--- src/rtl/imem_loader.sv ---
// imem_loader: boot-time instruction memory writer.
// Takes a length-prefixed byte stream (16-bit word count, high byte first,
// then big-endian words) and writes consecutive words starting at BASE_ADDR.
// The CPU is held until the last word has been committed.
//
// state  | meaning
// -------+-----------------------------------------------------------
// LEN_HI | waiting for high byte of the word count
// LEN_LO | waiting for low byte of the word count; decides next step
// DATA   | collecting the four bytes of the current word
// WRITE  | single-cycle memory write of the assembled word
// DONE   | load complete, CPU released, stream ignored
// ERR    | word count exceeded MAX_WORDS, CPU held until reset
module imem_loader #(
    parameter logic [31:0] BASE_ADDR = 32'h0000_0000,
    parameter int          MAX_WORDS = 1024
) (
    input  logic        clk,
    input  logic        reset,
    input  logic [7:0]  byteIn,
    input  logic        byteValid,
    output logic        byteReady,
    output logic [31:0] memAddr,
    output logic [31:0] memDIn,
    output logic        memWe,
    output logic        cpuHold,
    output logic        done,
    output logic        err
);

    typedef enum logic [2:0] {
        LEN_HI,
        LEN_LO,
        DATA,
        WRITE,
        DONE,
        ERR
    } state_t;

    state_t      state;
    logic [15:0] count;
    logic [15:0] wordIdx;
    logic [1:0]  byteCnt;
    logic [23:0] shiftReg;   // first three bytes of the word in flight

    logic        accept;
    logic [15:0] lenFull;

    assign accept  = byteValid && byteReady;
    assign lenFull = {count[15:8], byteIn};

    // Status outputs decoded purely from the state register
    assign byteReady = (state == LEN_HI) || (state == LEN_LO) || (state == DATA);
    assign cpuHold   = (state != DONE);
    assign done      = (state == DONE);
    assign err       = (state == ERR);

    // Loader FSM with registered memory write port
    always_ff @(posedge clk or posedge reset) begin
        if (reset) begin
            state    <= LEN_HI;
            count    <= 16'd0;
            wordIdx  <= 16'd0;
            byteCnt  <= 2'd0;
            shiftReg <= 24'd0;
            memAddr  <= BASE_ADDR;
            memDIn   <= 32'd0;
            memWe    <= 1'b0;
        end else begin
            memWe <= 1'b0;
            case (state)
                LEN_HI: begin
                    if (accept) begin
                        count[15:8] <= byteIn;
                        state       <= LEN_LO;
                    end
                end
                LEN_LO: begin
                    if (accept) begin
                        count[7:0] <= byteIn;
                        if (lenFull == 16'd0) begin
                            state <= DONE;
                        end else if (32'(lenFull) > MAX_WORDS) begin
                            state <= ERR;
                        end else begin
                            state   <= DATA;
                            byteCnt <= 2'd0;
                            wordIdx <= 16'd0;
                        end
                    end
                end
                DATA: begin
                    if (accept) begin
                        shiftReg <= {shiftReg[15:0], byteIn};
                        byteCnt  <= byteCnt + 2'd1;
                        if (byteCnt == 2'd3) begin
                            state   <= WRITE;
                            memWe   <= 1'b1;
                            memDIn  <= {shiftReg, byteIn};
                            memAddr <= BASE_ADDR + {14'd0, wordIdx, 2'b00};
                        end
                    end
                end
                WRITE: begin
                    if (wordIdx + 16'd1 == count) begin
                        state <= DONE;
                    end else begin
                        wordIdx <= wordIdx + 16'd1;
                        state   <= DATA;
                    end
                end
                default: begin
                    // DONE and ERR are terminal until reset
                end
            endcase
        end
    end

endmodule

--- config.mk ---
export PLATFORM = sky130hd
export DESIGN_NAME = imem_loader
export DESIGN_NICKNAME = d
export VERILOG_FILES = /design/src/rtl/imem_loader.sv
export SDC_FILE = /design/constraint.sdc
export NUM_CORES = 1
export LEC_CHECK = 0
export ABC_CLOCK_PERIOD_IN_PS = 3220
export BUFFER_PORTS_ARGS = -buffer_cell sky130_fd_sc_hd__buf_4
export CORE_UTILIZATION = 51
export CTS_CLUSTER_DIAMETER = 80
export DETAILED_ROUTE_END_ITERATION = 12
export GPL_TIMING_DRIVEN = 0
export PLACE_DENSITY_LB_ADDON = 0.08
export SLEW_MARGIN = 20
export SYNTH_ARGS = -nofsm -noshare
export SYNTH_HDL_FRONTEND = slang
export SYNTH_SLANG_ARGS = --single-unit
--- constraint.sdc ---
create_clock -name clk -period 3.22 [get_ports clk]
set_input_delay 0.483 -clock clk [delete_from_list [all_inputs] [get_ports clk]]
set_output_delay 0.483 -clock clk [all_outputs]
set_load 0.005 [all_outputs]
==> summary.json, run 1 <==
{
  "dr_total_vias": 3638,
  "final_cell_mix": "sky130_fd_sc_hd__dfrtp_1 (105), sky130_fd_sc_hd__buf_4 (101), sky130_fd_sc_hd__mux2_2 (86)",
  "layout.nets": 546,
  "worstSetupPathType": "reg -> reg",
  "drt.antenna.violating_nets": 0,
  "synth-simple-area-share_pct": 12.39,
  "port-buffer-count": 63,
  "place_worst_setup_slack_ns": -0.3398,
  "final_util_pct": 65.62,
  "top_level_ports": 80,
  "layout.filler_cells": 795,
  "die-height_um": 102.8,
  "timing.hold.worst.class": "in -> async",
  "worstSetupStartpointType": "register",
  "power.density_mw_per_mm2": 366.2,
  "compound_gate_fraction_of_synth_area_pct": 6.398,
  "postSynthCellCount": 420,
  "routed_wl_um": 11100,
  "cts_buffer_depth": 2,
  "main_combinational_cell_family_by_area_after_synthesis": "multiplexers",
  "finalSetupViolCount": 0,
  "htreeDepth": 3,
  "timing.setup.tns_ns": 0,
  "worst_hold_slack_ns": 0.1861,
  "number_of_global_route_vias_before_repair": 3436,
  "ctsRootBufferMaster": "sky130_fd_sc_hd__clkbuf_8",
  "worst_pin_slew_ns": 0.7990,
  "die_width_um": 102.8,
  "ir_drop_mv": 0.2329,
  "finalHoldViolations": 0,
  "clock_insertion_delay_worst_skew_ns": 0.37,
  "post_synth_instance_area_mm2": 0.005182,
  "maximum_operating_frequency_mhz": 327.4,
  "grt-ovfl-total": 0,
  "first_pass_grt_wire_length_um": 17590,
  "cap_viol_max_count": 0,
  "outcome": "finished, final reports clean",
  "clock-sinks": 110,
  "globalRouteTotalUtil_pct": 22.18,
  "tritoncts": "yes",
  "synth-edff-count": 0,
  "timing.final.ws_setup_ns": 0.1657,
  "cts_inserted_buffers": 9,
  "flow.area_growth_from_synthesis_pct": 24.34,
  "synth.yosys.seq_area_share_pct": 53.11,
  "detailedPlacementHpwl_um": 7817,
  "rsz_0062_raised_after_global_routing": "no",
  "arrival_time_of_the_worst_setup_path_ns": 3.30,
  "design_power_total_mw": 2.360,
  "drtPass1Iterations": 4,
  "routed_wire_length_per_instance_um": 16.54,
  "synthDistinctLibCells": 55,
  "synth.mux.area_fraction_pct": 18.88,
  "postSynthAreaPerCell_um2": 12.34,
  "fin_crit_ns": 3.054,
  "post_synthesis_sequential_element_count": 110,
  "first_iter_violations": 120,
  "layout-drive-gt1-share_pct": 43.68,
  "async_reset_ff_share_pct": 100.0,
  "grt_antenna_before_repair": 0,
  "vias_per_cell": 5.422,
  "synth_xor_xnor_area_share_pct": 3.718,
  "synth-main-ff-cell": "sky130_fd_sc_hd__dfrtp_1",
  "yosysWarningCount": 0,
  "power_leakage_nw": 3.288,
  "period_share_pct": 94.85,
  "crit_fanout": 7,
  "floorplan.rows": 36,
  "layout_commonest_cell": "sky130_fd_sc_hd__dfrtp_1",
  "drc": 0,
  "postCtsHoldBufs": 0,
  "core_area_mm2": 0.009819,
  "critical_path_required_ns": 3.46,
  "dp_cells": 634,
  "clock_transition_time_at_the_flip_flop_clock_pins_of_the_worst_setup_and_hold_paths_ns": 0.11,
  "grt_start_max_net_pins": 33,
  "start_util_pct": 52.78,
  "final-max-slew-violation-count": 0,
  "post_layout_nonfiller_instances": 671,
  "end_kind": "register",
  "slew_margin_rel_pct": 46.53,
  "antenna-diode-count": 0,
  "post_placement_cell_area_mm2": 0.005964,
  "adder_and_majority_gate_portion_of_the_synthesized_area_pct": 0.4829,
  "dieArea_mm2": 0.01057,
  "gp_routability_congestion": 0.8601,
  "stdcell_area_mm2": 0.006444,
  "fin_skew_ns": 0.01729
}
-- power breakdown --
group	switching [mW]	internal [mW]	total [mW]
sequential	0.0154	1.40	1.41
clock	0.511	0.305	0.816
combinational	0.0707	0.0596	0.130
total	0.597	1.76	2.36
-- kinds of logic (layout without fill, tap and decap cells) --
logic type               after synthesis  after routing
AO/OA/AOI/OAI                         42             42
XOR/XNOR                              22             22
adder cells (fa/ha/maj)                2              2
buffers and inverters                 47            150
flip-flops                           110            110
multiplexers                          87             87
other                                  1             16
AND/OR/NAND/NOR                      109            109
-- layer usage --
layer,part of all wire (%),global-route usage (%)
met3,3.9,3.119
met4,0.94,6.392
met2,49,36.26
met1,47,31.10
met5,0,0
-- Yosys cell counts, types with 2 or more instances --
master,instances,area (µm²)
sky130_fd_sc_hd__a22o_1,2,17.52
sky130_fd_sc_hd__and3_1,14,87.58
sky130_fd_sc_hd__dfrtp_1,110,2753
sky130_fd_sc_hd__buf_4,17,127.6
sky130_fd_sc_hd__nor3_1,6,30.03
sky130_fd_sc_hd__clkbuf_1,10,37.54
sky130_fd_sc_hd__mux2_2,86,968.4
sky130_fd_sc_hd__a211o_1,3,26.28
sky130_fd_sc_hd__a221o_1,8,80.08
sky130_fd_sc_hd__nand2_1,21,78.83
sky130_fd_sc_hd__a21o_1,3,22.52
sky130_fd_sc_hd__or4_1,5,37.54
sky130_fd_sc_hd__nand3_1,10,50.05
sky130_fd_sc_hd__or3_1,2,12.51
sky130_fd_sc_hd__ha_1,2,25.02
sky130_fd_sc_hd__nor4_1,4,25.02
sky130_fd_sc_hd__xnor2_1,15,131.4
sky130_fd_sc_hd__a21oi_1,4,20.02
sky130_fd_sc_hd__o21ai_0,7,35.03
sky130_fd_sc_hd__inv_1,8,30.03
sky130_fd_sc_hd__buf_2,7,35.03
sky130_fd_sc_hd__nor3b_1,5,37.54
sky130_fd_sc_hd__nand4_1,6,37.54
sky130_fd_sc_hd__nor2_1,20,75.07
sky130_fd_sc_hd__and4_1,3,26.28
sky130_fd_sc_hd__nand2b_1,4,25.02
sky130_fd_sc_hd__xor2_1,7,61.31
sky130_fd_sc_hd__buf_1,4,15.01
-- repair_timing --
item	CTS	global route
endpoints found under the setup margin	16	16
gates resized for setup	11	15
setup buffers	3	18
gates cloned	0	1
pin swaps	1	6
-- critical path, cell delays in order, from the launching register on --
cell	delay (ns)
sky130_fd_sc_hd__dfrtp_2	0.48
sky130_fd_sc_hd__nand4_4	0.14
sky130_fd_sc_hd__or4_4	0.58
sky130_fd_sc_hd__xnor2_4	0.15
sky130_fd_sc_hd__or4_4	0.42
sky130_fd_sc_hd__or4b_4	0.54
sky130_fd_sc_hd__and2_4	0.19
sky130_fd_sc_hd__buf_8	0.13
sky130_fd_sc_hd__a221o_1	0.30
-- worst paths after layout --
kind / start / to / slack (ns) / depth (start not counted)
hold reg to reg: byteCnt[0] / byteCnt[0] / 0.50 / 1
hold / removal: reset / memAddr[4] / 0.19 / 2
max in group asynchronous: reset / wordIdx[10] / 2.20 / 4
setup / recovery: wordIdx[10] / wordIdx[15] / 0.17 / 8
min in group clk: byteIn[5] / count[5] / 0.39 / 3
setup reg to reg: wordIdx[10] / wordIdx[15] / 0.17 / 8
-- final cells by class --
class | count | area [µm²] | share of cell area [%]
Sequential cell | 110 | 2759 | 42.82
Timing Repair Buffer | 88 | 723.2 | 11.22
Clock inverter | 6 | 62.56 | 0.9709
Multi-Input combinational cell | 278 | 2310 | 35.84
Buffer | 38 | 261.5 | 4.058
Clock buffer | 10 | 127.6 | 1.981
Inverter | 8 | 33.78 | 0.5243
Tap cell | 133 | 166.4 | 2.583
-- registers in the layout (all words and copies together), names as in the netlist --
register	flops
byteCnt	2
count	16
memAddr	16
memDIn	32
memWe	1
shiftReg	24
state	3
wordIdx	16
No activity file was read; power rests on OpenSTA's default activity.
==> run 2: changes to the inputs <==
--- a/config.mk
+++ b/config.mk
@@ -7,7 +7,7 @@
 export LEC_CHECK = 0
 export ABC_CLOCK_PERIOD_IN_PS = 3220
 export BUFFER_PORTS_ARGS = -buffer_cell sky130_fd_sc_hd__buf_4
-export CORE_UTILIZATION = 51
+export CORE_UTILIZATION = 41
 export CTS_CLUSTER_DIAMETER = 80
 export DETAILED_ROUTE_END_ITERATION = 12
 export GPL_TIMING_DRIVEN = 0
==> summary.json, run 2 (same netlist as run 1, synthesis figures left out) <==
{
  "first_iter_violations": {"value": 110, "change": "-8.3%"},
  "timing.final.ws_setup": {"value": 0.05509, "unit": "ns", "change": "-0.1106 ns"},
  "critical_path.max_stage_delay": {"value": 0.56, "unit": "ns", "change": "-0.02 ns"},
  "finalHoldViolations": {"value": 0, "change": "unchanged"},
  "comb_power_share": {"value": 4.7, "unit": "%", "change": "-0.8 points"},
  "final-max-slew-violation-count": {"value": 0, "change": "unchanged"},
  "timing.hold.worst.class": "in -> async",
  "layout_top_registers": "memDIn x32, shiftReg x24",
  "port-buffer-count": {"value": 63, "change": "unchanged"},
  "stdcell_area": {"value": 0.006465, "unit": "mm²", "change": "+0.33%"},
  "largest-register": "memDIn",
  "worstSetupPathType": "reg -> reg",
  "ctsRootBufferMaster": "sky130_fd_sc_hd__clkbuf_16",
  "crit_fanout": {"value": 10, "change": "+3"},
  "arrival_time_of_the_worst_setup_path": {"value": 3.40, "unit": "ns", "change": "+0.10 ns"},
  "end_kind": "register",
  "worst_pin_slew": {"value": 0.8224, "unit": "ns", "change": "+0.02340 ns"},
  "finalSetupViolCount": {"value": 0, "change": "unchanged"},
  "antenna-diode-count": {"value": 0, "change": "unchanged"},
  "critPathTopFamily": "simple AND/OR/NAND/NOR gates",
  "number_of_flip_flops_under_the_largest_register_name": {"value": 32, "change": "unchanged"},
  "post_layout_nonfiller_instances": {"value": 694, "change": "+3.4%"},
  "layout.filler_cells": {"value": 1112, "change": "+40%"},
  "power_leakage": {"value": 3.261, "unit": "nW", "change": "-0.82%"},
  "layout_commonest_cell": "sky130_fd_sc_hd__dfrtp_1",
  "fin_skew": {"value": 0.006306, "unit": "ns", "change": "-0.01098 ns"},
  "layout-drive-gt1-share": {"value": 42.21, "unit": "%", "change": "-1.5 points"},
  "postCtsHoldBufs": {"value": 0, "change": "unchanged"},
  "dp_cells": {"value": 669, "change": "+5.5%"},
  "grt_antenna_before_repair": {"value": 0, "change": "unchanged"},
  "flow.area_growth_from_synthesis_pct": 24.75,
  "seqPwrFrac": {"value": 52.9, "unit": "%", "change": "-7.0 points"},
  "clockPowerShare": {"value": 42.4, "unit": "%", "change": "+7.8 points"},
  "first_pass_grt_wire_length": {"value": 18310, "unit": "µm", "change": "+4.1%"},
  "cap_viol_max_count": {"value": 0, "change": "unchanged"},
  "fin_crit": {"value": 3.165, "unit": "ns", "change": "+0.1106 ns"},
  "period_share": {"value": 98.29, "unit": "%", "change": "+3.4 points"},
  "start_util": {"value": 42.61, "unit": "%", "change": "-10 points"},
  "post_placement_cell_area": {"value": 0.006001, "unit": "mm²", "change": "+0.61%"},
  "clock-sinks": {"value": 110, "change": "unchanged"},
  "cp_cell_sequence": "buf_4 > nand4_4 > or4_4 > xnor2_2 > or4_1 > or4b_4 > and2_4 > buf_6 > a221o_1",
  "vias_per_cell": {"value": 5.135, "change": "-5.3%"},
  "switching_share": {"value": 22.13, "unit": "%", "change": "-3.2 points"},
  "design_power_total": {"value": 2.671, "unit": "mW", "change": "+13%"},
  "routed_wl": {"value": 11390, "unit": "µm", "change": "+2.6%"},
  "outcome": "finished, final reports clean",
  "worstSetupStartpointType": "register",
  "die-height": {"value": 114.4, "unit": "µm", "change": "+11%"},
  "layout.nets": {"value": 535, "change": "-2.0%"},
  "final_util": {"value": 53.16, "unit": "%", "change": "-12 points"},
  "tritoncts": "yes",
  "routed_wire_length_per_instance": {"value": 16.41, "unit": "µm", "change": "-0.79%"},
  "drt.antenna.violating_nets": {"value": 0, "change": "unchanged"},
  "number_of_global_route_vias_before_repair": {"value": 3425, "change": "-0.32%"},
  "clock_insertion_delay_worst_skew": {"value": 0.35, "unit": "ns", "change": "-0.02 ns"},
  "die_width": {"value": 114.4, "unit": "µm", "change": "+11%"},
  "intPower": {"value": 2.080, "unit": "mW", "change": "+18%"},
  "grt_start_max_net_pins": {"value": 35, "change": "+6.1%"},
  "dieArea": {"value": 0.01309, "unit": "mm²", "change": "+24%"},
  "detailedPlacementHpwl": {"value": 8082, "unit": "µm", "change": "+3.4%"},
  "final_cell_mix": "sky130_fd_sc_hd__dfrtp_1 (105), sky130_fd_sc_hd__buf_4 (93), sky130_fd_sc_hd__mux2_2 (86)",
  "worst_hold_slack": {"value": 0.1443, "unit": "ns", "change": "-0.04179 ns"},
  "slew_margin_rel": {"value": 44.97, "unit": "%", "change": "-1.6 points"},
  "maximum_operating_frequency": {"value": 316.0, "unit": "MHz", "change": "-3.5%"},
  "drc": {"value": 0, "change": "unchanged"},
  "power.density": {"value": 413.2, "unit": "mW/mm²", "change": "+13%"},
  "globalRouteTotalUtil": {"value": 18.67, "unit": "%", "change": "-3.5 points"},
  "place_worst_setup_slack": {"value": -0.3841, "unit": "ns", "change": "-0.04430 ns"},
  "core_area": {"value": 0.01216, "unit": "mm²", "change": "+24%"},
  "ir_drop": {"value": 0.4185, "unit": "mV", "change": "+80%"},
  "grt-ovfl-total": {"value": 0, "change": "unchanged"},
  "clock_transition_time_at_the_flip_flop_clock_pins_of_the_worst_setup_and_hold_paths": {"value": 0.07, "unit": "ns", "change": "-0.04 ns"},
  "crit_path_top_delay_cell": "sky130_fd_sc_hd__or4b_4",
  "floorplan.rows": {"value": 40, "change": "+11%"},
  "cts_inserted_buffers": {"value": 9, "change": "unchanged"},
  "htreeDepth": {"value": 3, "change": "unchanged"},
  "drtPass1Iterations": {"value": 5, "change": "+1"},
  "cp.buffers_inverters": {"value": 2, "change": "+1"},
  "timing.setup.tns": {"value": 0, "unit": "ns", "change": "unchanged"},
  "cts_buffer_depth": {"value": 2, "change": "unchanged"},
  "dr_total_vias": {"value": 3564, "change": "-2.0%"},
  "gp_routability_congestion": {"value": 0.8577, "change": "-0.28%"},
  "top_level_ports": {"value": 80, "change": "unchanged"},
  "switching_power": {"value": 0.5911, "unit": "mW", "change": "-1.0%"},
  "critical_path_required": {"value": 3.46, "unit": "ns", "change": "about the same"}
}
run 2: path summary, 6_finish.rpt:
| path | endpoint | slack, ns | from | cells after the start |
|---|---|---|---|---|
| worst max register to register | wordIdx[12] | 0.06 | wordIdx[8] | 9 |
| worst min-delay path | memAddr[4] | 0.14 | reset | 2 |
| max in group asynchronous | memWe | 2.33 | reset | 4 |
| worst min register to register | memAddr[8] | 0.49 | memAddr[8] | 2 |
| min in group clk | shiftReg[0] | 0.42 | byteIn[0] | 2 |
| worst max-delay path | wordIdx[12] | 0.06 | wordIdx[8] | 9 |
run 2: layout make-up:
type / instances / area [µm²] / share of cell area (%)
clock inverters: 4 / 55.05 / 0.8516
clock buffers: 11 / 242.7 / 3.755
plain buffers: 38 / 254.0 / 3.929
inverters: 8 / 33.78 / 0.5225
multi-input cells: 278 / 2295 / 35.49
well taps: 168 / 210.2 / 3.251
repair buffers: 77 / 615.6 / 9.522
flip-flops and latches: 110 / 2759 / 42.67
run 2: repair_timing:
item | CTS | global route
endpoints found under the setup margin | 16 | 15
pin swaps | 1 | 3
gates cloned | 0 | 0
hold endpoints to repair | 0 | 0
buffers inserted | 2 | 9
gates resized for setup | 13 | 9
run 2: power by group through the flow:
stage | Combinational [mW] | Sequential [mW] | Clock (mW)
5_1_grt | 0.142 | 1.42 | 1.22
3_5_place_dp | 0.125 | 1.44 | 0
4_1_cts | 0.126 | 1.41 | 1.16
2_1_floorplan | 0.0827 | 1.44 | 0
3_3_place_gp | 0.115 | 1.44 | 0
6_report | 0.125 | 1.41 | 1.13
run 2: per-layer routing:
layer / up-vias / wire length (µm) / GRT usage (%)
met1: 1778 / 5250 / 25.22
met2: 88 / 5423 / 29.66
met5: - / 0 / 0
met4: 0 / 137 / 4.935
li1: 1681 / - / -
met3: 17 / 576 / 5.188
==> run 3: changes to the inputs <==
--- a/config.mk
+++ b/config.mk
@@ -5,12 +5,12 @@
 export SDC_FILE = /design/constraint.sdc
 export NUM_CORES = 1
 export LEC_CHECK = 0
+export ABC_AREA = 1
 export ABC_CLOCK_PERIOD_IN_PS = 3220
 export BUFFER_PORTS_ARGS = -buffer_cell sky130_fd_sc_hd__buf_4
 export CORE_UTILIZATION = 41
 export CTS_CLUSTER_DIAMETER = 80
 export DETAILED_ROUTE_END_ITERATION = 12
-export GPL_TIMING_DRIVEN = 0
 export PLACE_DENSITY_LB_ADDON = 0.08
 export SLEW_MARGIN = 20
 export SYNTH_ARGS = -nofsm -noshare
==> summary.json, run 3 <==
{
  "ctsRootBufferMaster": "sky130_fd_sc_hd__clkbuf_16",
  "seqPwrFrac": {"value": 55.0, "unit": "%", "change": "+2.1 points"},
  "arrival_time_of_the_worst_setup_path": {"value": 2.83, "unit": "ns", "change": "-0.57 ns"},
  "finalHoldViolations": {"value": 0, "change": "unchanged"},
  "dr_total_vias": {"value": 4311, "change": "+21%"},
  "post_layout_nonfiller_instances": {"value": 911, "change": "+31%"},
  "clock-sinks": {"value": 110, "change": "unchanged"},
  "vias_per_cell": {"value": 4.732, "change": "-7.9%"},
  "clock_transition_time_at_the_flip_flop_clock_pins_of_the_worst_setup_and_hold_paths": {"value": 0.08, "unit": "ns", "change": "about the same"},
  "crit_fanout": {"value": 8, "change": "-2"},
  "timing.final.ws_setup": {"value": 0.6313, "unit": "ns", "change": "+0.5762 ns"},
  "cts_buffer_depth": {"value": 2, "change": "unchanged"},
  "worstSetupPathType": "reg -> reg",
  "power_leakage": {"value": 3.200, "unit": "nW", "change": "-1.9%"},
  "maximum_operating_frequency": {"value": 386.3, "unit": "MHz", "change": "+22%"},
  "tritoncts": "yes",
  "drc": {"value": 0, "change": "unchanged"},
  "worst_pin_slew": {"value": 0.9333, "unit": "ns", "change": "+0.1109 ns"},
  "synth.area.top_cells": "sky130_fd_sc_hd__dfrtp_1 (52%), sky130_fd_sc_hd__nand2_1 (17%), sky130_fd_sc_hd__o21ai_0 (7.9%), sky130_fd_sc_hd__inv_1 (5.1%), sky130_fd_sc_hd__nand3_1 (3.6%)",
  "worstSetupStartpointType": "register",
  "layout_top_registers": "memDIn x32, shiftReg x24",
  "antenna-diode-count": {"value": 0, "change": "unchanged"},
  "yosysWarningCount": {"value": 0, "change": "unchanged"},
  "place_worst_setup_slack": {"value": 0.6259, "unit": "ns", "change": "+1.010 ns"},
  "die_width": {"value": 115.6, "unit": "µm", "change": "+1.0%"},
  "synth-edff-count": {"value": 0, "change": "unchanged"},
  "fin_skew": {"value": 0.01334, "unit": "ns", "change": "+0.007036 ns"},
  "synth-main-ff-cell": "sky130_fd_sc_hd__dfrtp_1",
  "r2r.worst_path.cells": {"value": 14, "change": "+5"},
  "clock_insertion_delay_worst_skew": {"value": 0.35, "unit": "ns", "change": "about the same"},
  "postCtsHoldBufs": {"value": 0, "change": "unchanged"},
  "die-height": {"value": 115.6, "unit": "µm", "change": "+1.0%"},
  "largest-register": "memDIn",
  "ir_drop": {"value": 0.2498, "unit": "mV", "change": "-40%"},
  "postSynthCellCount": {"value": 672, "change": "+60%"},
  "switching_power": {"value": 0.5954, "unit": "mW", "change": "+0.73%"},
  "post-synth-top-count-cell": "sky130_fd_sc_hd__nand2_1",
  "floorplan.rows": {"value": 41, "change": "+2.5%"},
  "postSynthAreaPerCell": {"value": 7.876, "unit": "µm²", "change": "-36%"},
  "fin_crit": {"value": 2.589, "unit": "ns", "change": "-0.5762 ns"},
  "detailedPlacementHpwl": {"value": 9830, "unit": "µm", "change": "+22%"},
  "layout.nets": {"value": 747, "change": "+40%"},
  "post_synthesis_sequential_element_count": {"value": 110, "change": "unchanged"},
  "compound_gate_fraction_of_synth_area": {"value": 8.913, "unit": "%", "change": "+2.5 points"},
  "worst_hold_slack": {"value": 0.3282, "unit": "ns", "change": "+0.1839 ns"},
  "main_combinational_cell_family_by_area_after_synthesis": "simple AND/OR/NAND/NOR gates",
  "critical_path_required": {"value": 3.46, "unit": "ns", "change": "about the same"},
  "setup_slack_of_the_worst_register_to_register_path": {"value": 0.63, "unit": "ns", "change": "+0.58 ns"},
  "slew_margin_rel": {"value": 37.65, "unit": "%", "change": "-7.3 points"},
  "stdcell_area": {"value": 0.006192, "unit": "mm²", "change": "-4.2%"},
  "synth.yosys.seq_area_share": {"value": 52.01, "unit": "%", "change": "-1.1 points"},
  "grt_start_max_net_pins": {"value": 47, "change": "+34%"},
  "switching_share": {"value": 23.32, "unit": "%", "change": "+1.2 points"},
  "synth-simple-area-share": {"value": 29.29, "unit": "%", "change": "+17 points"},
  "intPower": {"value": 1.957, "unit": "mW", "change": "-5.9%"},
  "dp_cells": {"value": 895, "change": "+34%"},
  "timing.hold.worst.class": "in -> async",
  "synth_xor_xnor_area_share": {"value": 0.1655, "unit": "%", "change": "-3.6 points"},
  "synth_largest_area_cell": "sky130_fd_sc_hd__dfrtp_1",
  "layout-drive-gt1-share": {"value": 14.88, "unit": "%", "change": "-27 points"},
  "async_reset_ff_share": {"value": 100.0, "unit": "%", "change": "unchanged"},
  "post_cts_resize_count": {"value": 0, "change": "-13"},
  "final-max-slew-violation-count": {"value": 0, "change": "unchanged"},
  "synth.top_cells.by_count": "sky130_fd_sc_hd__nand2_1 (242), sky130_fd_sc_hd__dfrtp_1 (110), sky130_fd_sc_hd__o21ai_0 (84), sky130_fd_sc_hd__inv_1 (72), sky130_fd_sc_hd__nand3_1 (38)",
  "r2r_start": "wordIdx[1]",
  "final_cell_mix": "sky130_fd_sc_hd__nand2_1 (241), sky130_fd_sc_hd__dfrtp_1 (110), sky130_fd_sc_hd__o21ai_0 (84)",
  "routed_wl": {"value": 12960, "unit": "µm", "change": "+14%"},
  "cap_viol_max_count": {"value": 0, "change": "unchanged"},
  "start_util": {"value": 41.94, "unit": "%", "change": "-0.67 points"},
  "gp_routability_congestion": {"value": 0.8829, "change": "+2.9%"},
  "grt-ovfl-total": {"value": 0, "change": "unchanged"},
  "r2r-end": "wordIdx[15]",
  "dieArea": {"value": 0.01337, "unit": "mm²", "change": "+2.1%"},
  "grt_antenna_before_repair": {"value": 0, "change": "unchanged"},
  "top_cell_type_s_share_of_synthesized_area": {"value": 52.01, "unit": "%", "change": "-1.1 points"},
  "rsz_0062_raised_after_global_routing": "no",
  "first_iter_violations": {"value": 293, "change": "+170%"},
  "first_pass_grt_wire_length": {"value": 21460, "unit": "µm", "change": "+17%"},
  "port-buffer-count": {"value": 63, "change": "unchanged"},
  "power.density": {"value": 412.3, "unit": "mW/mm²", "change": "-0.22%"},
  "outcome": "finished, final reports clean",
  "number_of_global_route_vias_before_repair": {"value": 4096, "change": "+20%"},
  "globalRouteTotalUtil": {"value": 21.35, "unit": "%", "change": "+2.7 points"},
  "timing.setup.tns": {"value": 0, "unit": "ns", "change": "unchanged"},
  "top_level_ports": {"value": 80, "change": "unchanged"},
  "cts_inserted_buffers": {"value": 9, "change": "unchanged"},
  "flow.area_growth_from_synthesis_pct": 17.00,
  "htreeDepth": {"value": 3, "change": "unchanged"},
  "routed_wire_length_per_instance": {"value": 14.22, "unit": "µm", "change": "-13%"},
  "synth.mux.area_fraction": {"value": 0, "unit": "%", "change": "-19 points"},
  "core_area": {"value": 0.01262, "unit": "mm²", "change": "+3.8%"},
  "period_share": {"value": 80.39, "unit": "%", "change": "-18 points"},
  "layout_commonest_cell": "sky130_fd_sc_hd__nand2_1",
  "post_synth_instance_area": {"value": 0.005293, "unit": "mm²", "change": "+2.1%"},
  "adder_and_majority_gate_portion_of_the_synthesized_area": {"value": 0.4728, "unit": "%", "change": "-0.010 points"},
  "number_of_flip_flops_under_the_largest_register_name": {"value": 32, "change": "unchanged"},
  "cts_setup_buffers": {"value": 0, "change": "-2"},
  "clockPowerShare": {"value": 42.0, "unit": "%", "change": "-0.4 points"},
  "finalSetupViolCount": {"value": 0, "change": "unchanged"},
  "end_kind": "register",
  "drt.antenna.violating_nets": {"value": 0, "change": "unchanged"},
  "drtPass1Iterations": {"value": 4, "change": "-1"},
  "synthDistinctLibCells": {"value": 31, "change": "-44%"},
  "comb_power_share": {"value": 3.0, "unit": "%", "change": "-1.7 points"},
  "post_placement_cell_area": {"value": 0.005912, "unit": "mm²", "change": "-1.5%"}
}
==> run 3: metrics by stage <==
step	util [%]	power (mW)
2_1_floorplan	-	1.487
3_3_place_gp	46.85	1.510
3_5_place_dp	46.85	1.512
4_1_cts	49.07	2.592
5_1_grt	49.07	2.650
6_report	49.07	2.553
==> run 3: area by class of cell <==
class | instances | area [µm²]
clock buffer | 10 | 229.0
clock inverter | 6 | 51.30
fill | 1294 | 6427
inverter | 76 | 290.3
multi-input combinational | 469 | 2118
sequential | 110 | 2753
tap | 172 | 215.2
timing repair buffer | 68 | 535.5
==> run 3: kinds of logic after synthesis <==
kind of cell             count (synthesis)
XOR/XNOR                                 1
adder cells (fa/ha/maj)                  2
other                                    1
flip-flops                             110
AND/OR/NAND/NOR                        357
buffers and inverters                  108
AO/OA/AOI/OAI                           93
==> run 3: power groups by stage <==
stage,logic [mW],clock network (mW),registers (mW)
final,0.0775,1.07,1.40
after global routing,0.0925,1.15,1.41
after CTS,0.0812,1.11,1.40
after detailed placement,0.0811,0,1.43
after global placement,0.0790,0,1.43
after floorplan,0.0575,0,1.43
==> run 3: worst max path at each step <==
stage / from / endpoint / depth (start not counted)
finish: wordIdx[1] / wordIdx[15] / 14
global route: wordIdx[1] / wordIdx[0] / 14
CTS: wordIdx[1] / wordIdx[14] / 14
detailed placement: wordIdx[1] / wordIdx[15] / 14
global placement: wordIdx[1] / wordIdx[0] / 14
floorplan: wordIdx[0] / wordIdx[11] / 16
==> run 3: layer usage <==
| metal | share of wire [%] | GRT usage, % |
|---|---|---|
| met4 | 0.52 | 6.410 |
| met1 | 52 | 32.39 |
| met3 | 3.6 | 3.190 |
| met5 | 0 | 0 |
| met2 | 44 | 31.46 |
==> run 3: critical path, cell delays in order (launching register included) <==
cell,delay (ns)
sky130_fd_sc_hd__dfrtp_1,0.43
sky130_fd_sc_hd__ha_1,0.23
sky130_fd_sc_hd__nand2_1,0.13
sky130_fd_sc_hd__nor2_4,0.21
sky130_fd_sc_hd__nand4_1,0.24
sky130_fd_sc_hd__nand2_2,0.17
sky130_fd_sc_hd__nand2_1,0.06
sky130_fd_sc_hd__nand2_1,0.06
sky130_fd_sc_hd__nand2_1,0.05
sky130_fd_sc_hd__nor2_1,0.09
sky130_fd_sc_hd__nand3_1,0.29
sky130_fd_sc_hd__nand2_1,0.17
sky130_fd_sc_hd__inv_1,0.18
sky130_fd_sc_hd__nand2_1,0.12
sky130_fd_sc_hd__nand2_1,0.05
